**src/rtl/onewire_pkg.sv**
```systemverilog
// Shared definitions for the 1-Wire bit-level master: command codes, FSM
// states and slot timing in microseconds.
package onewire_pkg;

  // Command encodings on the cmd port; 2'b11 is reserved and ignored.
  localparam logic [1:0] CMD_RESET = 2'b00;
  localparam logic [1:0] CMD_WRITE = 2'b01;
  localparam logic [1:0] CMD_READ  = 2'b10;

  typedef enum logic [2:0] {
    IDLE,
    RST_LOW,
    RST_WAIT,
    WR_LOW,
    RD_LOW,
    RD_WAIT,
    RECOVER
  } state_t;

  // Slot timing, microseconds measured from command acceptance.
  localparam int unsigned T_RST_LOW_US   = 480;  // reset pulse length
  localparam int unsigned T_PRESENCE_US  = 550;  // presence sample point
  localparam int unsigned T_RST_SLOT_US  = 960;  // end of reset/presence slot
  localparam int unsigned T_SHORT_LOW_US = 6;    // write-1 and read low time
  localparam int unsigned T_WR0_LOW_US   = 60;   // write-0 low time
  localparam int unsigned T_RD_SAMPLE_US = 15;   // read sample point
  localparam int unsigned T_SLOT_US      = 70;   // end of write/read slot

endpackage

```
**src/rtl/onewire_pad_sync.sv**
```systemverilog
// Line capture for the 1-Wire pad return.
// ONEWIRE_INPUT_SYNC_EN defined: two-flop synchroniser on the pad input.
// ONEWIRE_INPUT_SYNC_EN undefined: a single capture flop.
module onewire_pad_sync (
  input  logic clk,
  input  logic reset,
  input  logic pad_i,
  output logic line_sample
);

`ifdef ONEWIRE_INPUT_SYNC_EN
  logic meta_q;

  // Two-stage synchroniser; flops reset to the idle (pulled-up) level.
  always_ff @(posedge clk or posedge reset) begin
    if (reset) begin
      meta_q      <= 1'b1;
      line_sample <= 1'b1;
    end else begin
      meta_q      <= pad_i;
      line_sample <= meta_q;
    end
  end
`else
  // Single capture flop; resets to the idle (pulled-up) level.
  always_ff @(posedge clk or posedge reset) begin
    if (reset) begin
      line_sample <= 1'b1;
    end else begin
      line_sample <= pad_i;
    end
  end
`endif

endmodule

```
**src/rtl/onewire_master.sv**
```systemverilog
// Bit-level 1-Wire bus master. One primitive per command: reset/presence,
// write bit, read bit. Drives an open-drain pad via pad_t (pad_o tied low).
// Input capture depth selected by ONEWIRE_INPUT_SYNC_EN (see onewire_pad_sync).
module onewire_master
  import onewire_pkg::*;
#(
  parameter int unsigned CLK_PER_US = 50,
  parameter int unsigned CNT_W      = 16
) (
  input  logic       clk,
  input  logic       reset,
  input  logic [1:0] cmd,
  input  logic       cmd_strobe,
  input  logic       tx_bit,
  output logic       busy,
  output logic       done,
  output logic       rx_bit,
  output logic       presence,
  output logic       pad_o,
  output logic       pad_t,
  input  logic       pad_i
);

  // Phase boundaries in clock cycles after acceptance.
  localparam logic [CNT_W-1:0] C_RST_LOW   = CNT_W'(T_RST_LOW_US * CLK_PER_US);
  localparam logic [CNT_W-1:0] C_PRESENCE  = CNT_W'(T_PRESENCE_US * CLK_PER_US);
  localparam logic [CNT_W-1:0] C_RST_SLOT  = CNT_W'(T_RST_SLOT_US * CLK_PER_US);
  localparam logic [CNT_W-1:0] C_SHORT_LOW = CNT_W'(T_SHORT_LOW_US * CLK_PER_US);
  localparam logic [CNT_W-1:0] C_WR0_LOW   = CNT_W'(T_WR0_LOW_US * CLK_PER_US);
  localparam logic [CNT_W-1:0] C_RD_SAMPLE = CNT_W'(T_RD_SAMPLE_US * CLK_PER_US);
  localparam logic [CNT_W-1:0] C_SLOT      = CNT_W'(T_SLOT_US * CLK_PER_US);

  state_t           state;
  logic [CNT_W-1:0] cnt;
  logic [CNT_W-1:0] cnt_inc;
  logic             tx_q;
  logic             line_sample;
  logic [CNT_W-1:0] wr_low_end;

  // The line is only ever pulled low or released, never driven high.
  assign pad_o = 1'b0;

  // Boundaries compare against the incremented count so that count value k
  // is reached exactly k cycles after the accepting edge.
  assign cnt_inc    = cnt + 1'b1;
  assign wr_low_end = tx_q ? C_SHORT_LOW : C_WR0_LOW;

  onewire_pad_sync u_pad_sync (
    .clk         (clk),
    .reset       (reset),
    .pad_i       (pad_i),
    .line_sample (line_sample)
  );

  // Command FSM with slot counter and registered outputs.
  always_ff @(posedge clk or posedge reset) begin
    if (reset) begin
      state    <= IDLE;
      cnt      <= '0;
      tx_q     <= 1'b0;
      pad_t    <= 1'b1;
      busy     <= 1'b0;
      done     <= 1'b0;
      rx_bit   <= 1'b0;
      presence <= 1'b0;
    end else begin
      done <= 1'b0;
      unique case (state)
        IDLE: begin
          cnt <= '0;
          if (cmd_strobe && (cmd != 2'b11)) begin
            busy  <= 1'b1;
            pad_t <= 1'b0;
            tx_q  <= tx_bit;
            if (cmd == CMD_RESET) begin
              state <= RST_LOW;
            end else if (cmd == CMD_WRITE) begin
              state <= WR_LOW;
            end else begin
              state <= RD_LOW;
            end
          end
        end

        RST_LOW: begin
          cnt <= cnt_inc;
          if (cnt_inc == C_RST_LOW) begin
            pad_t <= 1'b1;
            state <= RST_WAIT;
          end
        end

        RST_WAIT: begin
          cnt <= cnt_inc;
          if (cnt_inc == C_PRESENCE) begin
            presence <= ~line_sample;
          end
          if (cnt_inc == C_RST_SLOT) begin
            cnt   <= '0;
            done  <= 1'b1;
            busy  <= 1'b0;
            state <= IDLE;
          end
        end

        WR_LOW: begin
          cnt <= cnt_inc;
          if (cnt_inc == wr_low_end) begin
            pad_t <= 1'b1;
            state <= RECOVER;
          end
        end

        RD_LOW: begin
          cnt <= cnt_inc;
          if (cnt_inc == C_SHORT_LOW) begin
            pad_t <= 1'b1;
            state <= RD_WAIT;
          end
        end

        RD_WAIT: begin
          cnt <= cnt_inc;
          if (cnt_inc == C_RD_SAMPLE) begin
            rx_bit <= line_sample;
            state  <= RECOVER;
          end
        end

        RECOVER: begin
          cnt <= cnt_inc;
          if (cnt_inc == C_SLOT) begin
            cnt   <= '0;
            done  <= 1'b1;
            busy  <= 1'b0;
            state <= IDLE;
          end
        end

        default: begin
          cnt   <= '0;
          pad_t <= 1'b1;
          busy  <= 1'b0;
          state <= IDLE;
        end
      endcase
    end
  end

endmodule

```
**config.mk**
```make
export PLATFORM = sky130hd
export DESIGN_NAME = onewire_master
export DESIGN_NICKNAME = d
export VERILOG_FILES = /design/src/rtl/onewire_pkg.sv /design/src/rtl/onewire_pad_sync.sv /design/src/rtl/onewire_master.sv
export SDC_FILE = /design/constraint.sdc
export NUM_CORES = 1
export LEC_CHECK = 0
export BUFFER_PORTS_ARGS = -buffer_cell sky130_fd_sc_hd__buf_4
export CAP_MARGIN = 30
export CORE_MARGIN = 3
export CORE_UTILIZATION = 54
export CTS_CLUSTER_SIZE = 20
export DETAILED_ROUTE_END_ITERATION = 12
export GPL_TIMING_DRIVEN = 1
export PLACE_DENSITY = 0.71
export SLEW_MARGIN = 20
export SYNTH_ARGS = -nofsm -noshare
export SYNTH_HDL_FRONTEND = slang
export SYNTH_HIERARCHICAL = 1
export SYNTH_SLANG_ARGS = --single-unit
```
**constraint.sdc**
```tcl
create_clock -name clk -period 2.76 [get_ports clk]
set_clock_uncertainty 0.2 [all_clocks]
set_input_delay 0.276 -clock clk [delete_from_list [all_inputs] [get_ports clk]]
set_output_delay 0.276 -clock clk [all_outputs]
set_load 0.01 [all_outputs]
```
# ---- Word-level counts from Yosys, hierarchy flattened
# Index checks and enable logic that the tools add are counted.
dict set report classes {
  mul 0
  muxes 26
  n_eq_ne 22
  order_cmp 0
  add_sub_neg 1
  div 0
  shifts 0
  reduce_logical 11
  bitwise 3
}
# cell count
set ops {}
lappend ops {{16-bit case mux with 3 select lines} 1}
lappend ops {{16-bit by 15-bit == test with 1-bit output (second input constant)} 2}
lappend ops {{16-bit 2-to-1 mux} 2}
lappend ops {{3-bit 2-to-1 mux} 9}
lappend ops {{3-bit case mux with 7 select lines} 1}
lappend ops {{16-bit by 1-bit adder with 16-bit output (second input constant)} 1}
lappend ops {{16-bit by 10-bit == test with 1-bit output (second input constant)} 1}
lappend ops {{16-bit by 12-bit == test with 1-bit output} 1}
lappend ops {{16-bit by 12-bit == test with 1-bit output (second input constant)} 1}
lappend ops {{16-bit == test (second input constant)} 1}
lappend ops {{16-bit by 9-bit == test with 1-bit output (second input constant)} 1}
lappend ops {{2-bit != test (second input constant)} 8}
lappend ops {{12-bit 2-to-1 mux} 1}
lappend ops {{3-bit == test (second input constant)} 3}
lappend ops {{1-bit 2-to-1 mux} 9}
lappend ops {{7-bit AND reduction} 1}
lappend ops {{3-bit by 2-bit == test with 1-bit output (second input constant)} 2}
lappend ops {{2-bit AND reduction} 3}
lappend ops {{1-bit case mux with 5 select lines} 1}
lappend ops {{5-bit AND reduction} 1}
lappend ops {{1-bit case mux with 4 select lines} 1}
lappend ops {{4-bit AND reduction} 1}
lappend ops {{4-bit OR reduction} 1}
lappend ops {{3-bit by 1-bit == test with 1-bit output (second input constant)} 1}
lappend ops {{other kinds (7)} 9}
dict set report word_totals {
  inputBits 7
  reg_bits 26
  mem_bits_ro 0
  output_inout_bits 6
  ramBits 0
  latch_bits 0
  n_memories 0
}

# ---- Longest topological paths before layout
dict set report depth {
  word_depth 5
  mapped_depth 11
  mapped_depth_nobuf 9
}

# ---- By module
# The synthesis kept the hierarchy.
# mod n_inst area_per_inst_um2 seq_area_each_um2 cells_per_inst
set by_module_without_submodules {}
lappend by_module_without_submodules {onewire_master 1 1809.2 626.9 207}
lappend by_module_without_submodules {onewire_pad_sync 1 30.0 26.3 2}

# ---- Worst setup path before layout
# Ideal clock, no wire load.
dict set report synth_path {
  path_type {register to register}
  start {register cnt[0]}
  end {register state[1]}
  period_less_slack_ns 2.740
  required_ns 2.468
  path_stages_with_launch 10
  path_slack_ns 0.020
  arrival_ns 2.448
  setup_time_ns 0.092
  n_path_buf 0
  cell_sequence {dfrtp_1 ha_1 nand2_2 o21a_1 or2_1 or4_1 o211a_1 a21oi_2 nand3_2 o31ai_2}
}
dict set report synth_via {
  elab_chain_len 4
  elab_cells_between_ends 14
  classes_between {add/sub (1); eq/ne (12); reduce/logical (1)}
}
# item line
set synth_rtl {}
lappend synth_rtl {{from (decl)} onewire_master.sv:34} ;# logic [CNT_W-1:0] cnt;
lappend synth_rtl {{from (signal assigned)} onewire_master.sv:86} ;# cnt <= cnt_inc;
lappend synth_rtl {{from (signal assigned)} onewire_master.sv:94} ;# cnt <= cnt_inc;
lappend synth_rtl {{from (signal assigned)} onewire_master.sv:107} ;# cnt <= cnt_inc;
lappend synth_rtl {{16-bit by 1-bit adder with 16-bit output (*)} onewire_master.sv:45} ;# assign cnt_inc = cnt + 1'b1;
lappend synth_rtl {{16-bit by 10-bit == test with 1-bit output (tied with other cells)} onewire_master.sv:124} ;# if (cnt_inc == C_RD_SAMPLE) begin
lappend synth_rtl {{2-bit != test (no line)} -}
lappend synth_rtl {{7-bit AND reduction (no line) (*)} -}
lappend synth_rtl {{to (signal assigned)} onewire_master.sv:58} ;# state <= IDLE;
lappend synth_rtl {{to (signal assigned)} onewire_master.sv:126} ;# state <= RECOVER;
lappend synth_rtl {{to (signal assigned)} onewire_master.sv:136} ;# state <= IDLE;
lappend synth_rtl {{to (decl)} onewire_master.sv:33} ;# state_t state;
# Mark *: on every way between the ends. The rest lies on a longest branch, timed or not.
# A chain may end at the register's enable or synchronous reset.

# ---- Final worst setup path
dict set report layout_path {
  start {register cnt[1]}
  end {register cnt[9]}
}
dict set report layout_via {
  elab_chain_len 4
  elab_cells_between_ends 6
  classes_between {add/sub (1); eq/ne (2); mux (3)}
}
# item line
set layout_rtl {}
lappend layout_rtl {{16-bit by 1-bit adder with 16-bit output (*)} onewire_master.sv:45}
lappend layout_rtl {{16-bit by 12-bit == test with 1-bit output / 16-bit == test (equally long branches)} {onewire_master.sv:132, onewire_master.sv:98}}
lappend layout_rtl {{16-bit 2-to-1 mux, on equally long branches} {onewire_master.sv:132, onewire_master.sv:98}}
lappend layout_rtl {{16-bit case mux with 3 select lines (*)} onewire_master.sv:68} ;# unique case (state)
# Marked as above.

==> impl_metrics.json <==
{
  "multiInputGateArea_mm2": 0.001217,
  "ios": 13,
  "antenna_found_initial": 0,
  "seq_area_um2": 656.9,
  "hp-start": "cmd[1]",
  "setup_viol_count_final": 1,
  "power_frac_comb_pct": 56.0,
  "area_delta_synth_final_pct": 42.11,
  "hold_depth": 4,
  "final_area_mm2": 0.002614,
  "hpwlAfterDp_um": 3719,
  "startpoint_type": "flop",
  "cts_htree_levels": 1,
  "die-width_um": 64.36,
  "drtPass1Iterations": 5,
  "rrSetupSlack_ns": -0.02,
  "max_freq_mhz": 360.0,
  "final_antenna_net_count": 0,
  "intPower_mw": 0.9786,
  "route.detailed.drc": 0,
  "clk_pin_slew_worst_paths_ns": 0.14,
  "clockPowerShare_pct": 11.6,
  "synth_top_family_by_area": "simple AND/OR/NAND/NOR gates",
  "power_frac_seq_pct": 32.4,
  "yosys.area_share.adder_pct": 1.361,
  "cp_data_required_time_ns": 2.77,
  "p_switching_mw": 0.6713,
  "synth-seq-area-share_pct": 35.51,
  "synth-edff-count": 0,
  "final_max_slew_viol_count": 0,
  "fin_nets": 280,
  "path_class": "flop to flop",
  "grt_pass1_vias": 1678,
  "avgRoutedWirePerCell_um": 17.96,
  "totalWireLength_um": 5641,
  "vias_per_cell": 6.248,
  "clock_latency_ns": 0.32,
  "cpPeakStageDelay_ns": 0.44,
  "power_leakage_nw": 1.170,
  "path_delay_family": "simple AND/OR/NAND/NOR gates",
  "place.gp.congestion": 0.9255,
  "worst_pin_slew_ns": 0.5082,
  "switching_share_pct": 40.69,
  "synth_top_cell_by_area": "dfrtp_1",
  "startpoint": "cnt[1]",
  "synth_seq_cells": 26,
  "cpMaxStageDelayCell": "dfrtp_1",
  "synth_compound_area_share_pct": 17.01,
  "synth_fp_nets": 218,
  "port_buffers": 11,
  "worstPathMaxFanout": 6,
  "yosys.area.top_type_share_pct": 32.65,
  "synth_top_cells_by_count": "nor2_1 (25), dfrtp_1 (24), nand3_1 (15)",
  "synth-async-reset-ratio_pct": 100.0,
  "dpl_cell_area_mm2": 0.002196,
  "crit_buf_inv": 3,
  "syn_inst": 209,
  "final_hold_viol_count": 0,
  "finalCritPeriodShare_pct": 100.7,
  "rr_startpoint": "cnt[1]",
  "synth.area.top_cells": "dfrtp_1 (33%), nor2_1 (5.1%), nand3_1 (4.1%), xnor2_1 (3.3%), nor4_1 (3.1%)",
  "yosysWarnings": 6,
  "synth_most_common_cell": "nor2_1",
  "dp_cells": 288,
  "yosysUniqueCellTypes": 63,
  "fp.dieH_um": 64.36,
  "cts_sinks": 26,
  "end_kind": "flop",
  "vias": 1962,
  "muxShareOfSynthArea_pct": 1.156,
  "p_total_mw": 1.650,
  "initial_core_util_pct": 58.33,
  "antennaDiodeCount": 0,
  "cp.arrival_ns": 2.79,
  "fin_crit_ns": 2.778,
  "drt_iter0_markers": 256,
  "fin_ws_ns": -0.01804,
  "grt_usage_pct": 24.98,
  "cts_buffer_depth": 2,
  "row_count": 20,
  "outcome": "finished with violations",
  "n_fill_cell": 186,
  "coreArea_mm2": 0.003153,
  "syn-mean-instance-area_um2": 8.800,
  "ir_drop_v": 0.0004618,
  "powerDensity_mw_per_mm2": 631.2,
  "die_area_mm2": 0.004142,
  "cts_made_buffers": 3,
  "hold_path.class": "input port to flop",
  "synth_area_mm2": 0.001839,
  "ys.flop_type": "dfrtp_1",
  "final_layout_size_suffix_gt1_share_pct": 41.85,
  "maxSlewHeadroom_pct": 65.81,
  "layoutNonFillerInstCount": 314,
  "drv_cap": 0,
  "holdPathEnd": "state[0]",
  "synth_xor_area_share_pct": 5.238,
  "cts_tree": "built",
  "r2r_cells": 11,
  "grt_pass1_wl_um": 8073,
  "crit_top_cell": "buf_4",
  "violations": "negative setup slack",
  "path_cells": "buf_4 -> nand3_4 -> buf_4 -> nor3_4 -> xnor2_2 -> nor4b_2 -> and4_1 -> o21ai_2 -> a31oi_4 -> buf_4 -> nor2_1",
  "cts-root-buf": "clkbuf_4",
  "overflow": 0,
  "yosys.area_share.simple_pct": 32.79,
  "grt_max_degree": 26,
  "r2r_end": "cnt[9]"
}
## worst max path at each step
stage	endpoint	depth (start not counted)	slack, ns
2_1_floorplan	state[1]	9	0.02
3_3_place_gp	state[1]	9	0.03
3_5_place_dp	state[1]	9	-0.05
4_1_cts	cnt[2]	9	0.0004
5_1_grt	cnt[9]	12	-0.12
6_report	cnt[9]	11	-0.02
## kinds of logic after synthesis
family,count (synthesis)
and+or+nand+nor,100
AOI/OAI and AO/OA,42
DFF,26
buffers and inverters,25
xor gates and xnor gates,11
adders and majority gates,2
muxes,2
other,1
## cells in the final DEF, fill, tap and decap left out, types with 4 or more instances in the layout
master and n:
buf_4 59, nor2_1 25, dfrtp_1 21, nand3_1 12, inv_1 10, nand2_1 10
o21ai_0 8, buf_6 8, nor3_1 6, nand4_1 5, xnor2_1 5, a21oi_1 5
nor4_1 5, nor4_2 4, o21a_1 4
## per-layer routing
metal  GRT usage [%]  up-vias  part of all wire, %  wire (um)
li1                -      875                    -          -
met1           34.26      943                   40       2260
met2           41.24      123                   50       2804
met3           4.394       21                  7.8        442
met4           5.277        0                  2.4        133
met5               0        -                    0          0
## per-stage QoR
step                      setup slack (ns)  setup TNS (ns)  hold slack, ns  utilization, %
after global routing               -0.1227          -1.283          0.1269           82.90
after CTS                        0.0003735               0          0.1124           72.50
after floorplan                    0.02000               0        -0.03430               -
final                             -0.01804        -0.01804          0.1207           82.90
after global placement             0.03177               0         0.08671           69.64
after detailed placement          -0.05256         -0.2441          0.1096           69.64
## final cells by class
class | instances | share of cell area [%]
timing repair buffer | 72 | 23.36
sequential | 26 | 25.13
multi-input combinational | 158 | 46.58
clock buffer | 4 | 1.388
tap | 44 | 2.106
inverter | 10 | 1.436
## flip-flops by register name, indices dropped and copies added, names as in the netlist
| register | flops |
|---|---|
| tx_q | 1 |
| rx_bit | 1 |
| busy | 1 |
| u_pad_sync/line_sample | 1 |
| state | 3 |
| pad_t | 1 |
| cnt | 16 |
| presence | 1 |
| done | 1 |
## power groups by stage
stage	clock [mW]	combinational [mW]	sequential [mW]
detailed placement	0	0.728	0.536
floorplan	0	0.503	0.511
global placement	0	0.712	0.532
finish	0.192	0.924	0.534
CTS	0.198	0.752	0.533
global route	0.214	1.00	0.542
## worst reg2reg max path: cells and delay by family (launching register included)
kind,cells,cell delay [ns]
XOR/XNOR,1,0.20
AND/OR/NAND/NOR,5,0.92
buffers and inverters,3,0.51
AO/OA/AOI/OAI,2,0.40
flip-flops,1,0.44
## repair_timing
item	in CTS	in global routing
setup endpoints to repair	15	21
endpoints found under the hold margin	27	0
hold buffers	3	0
pin swaps	1	19
gates resized for setup	3	33
buffers inserted	1	17
(Power assumes the default switching activity.)
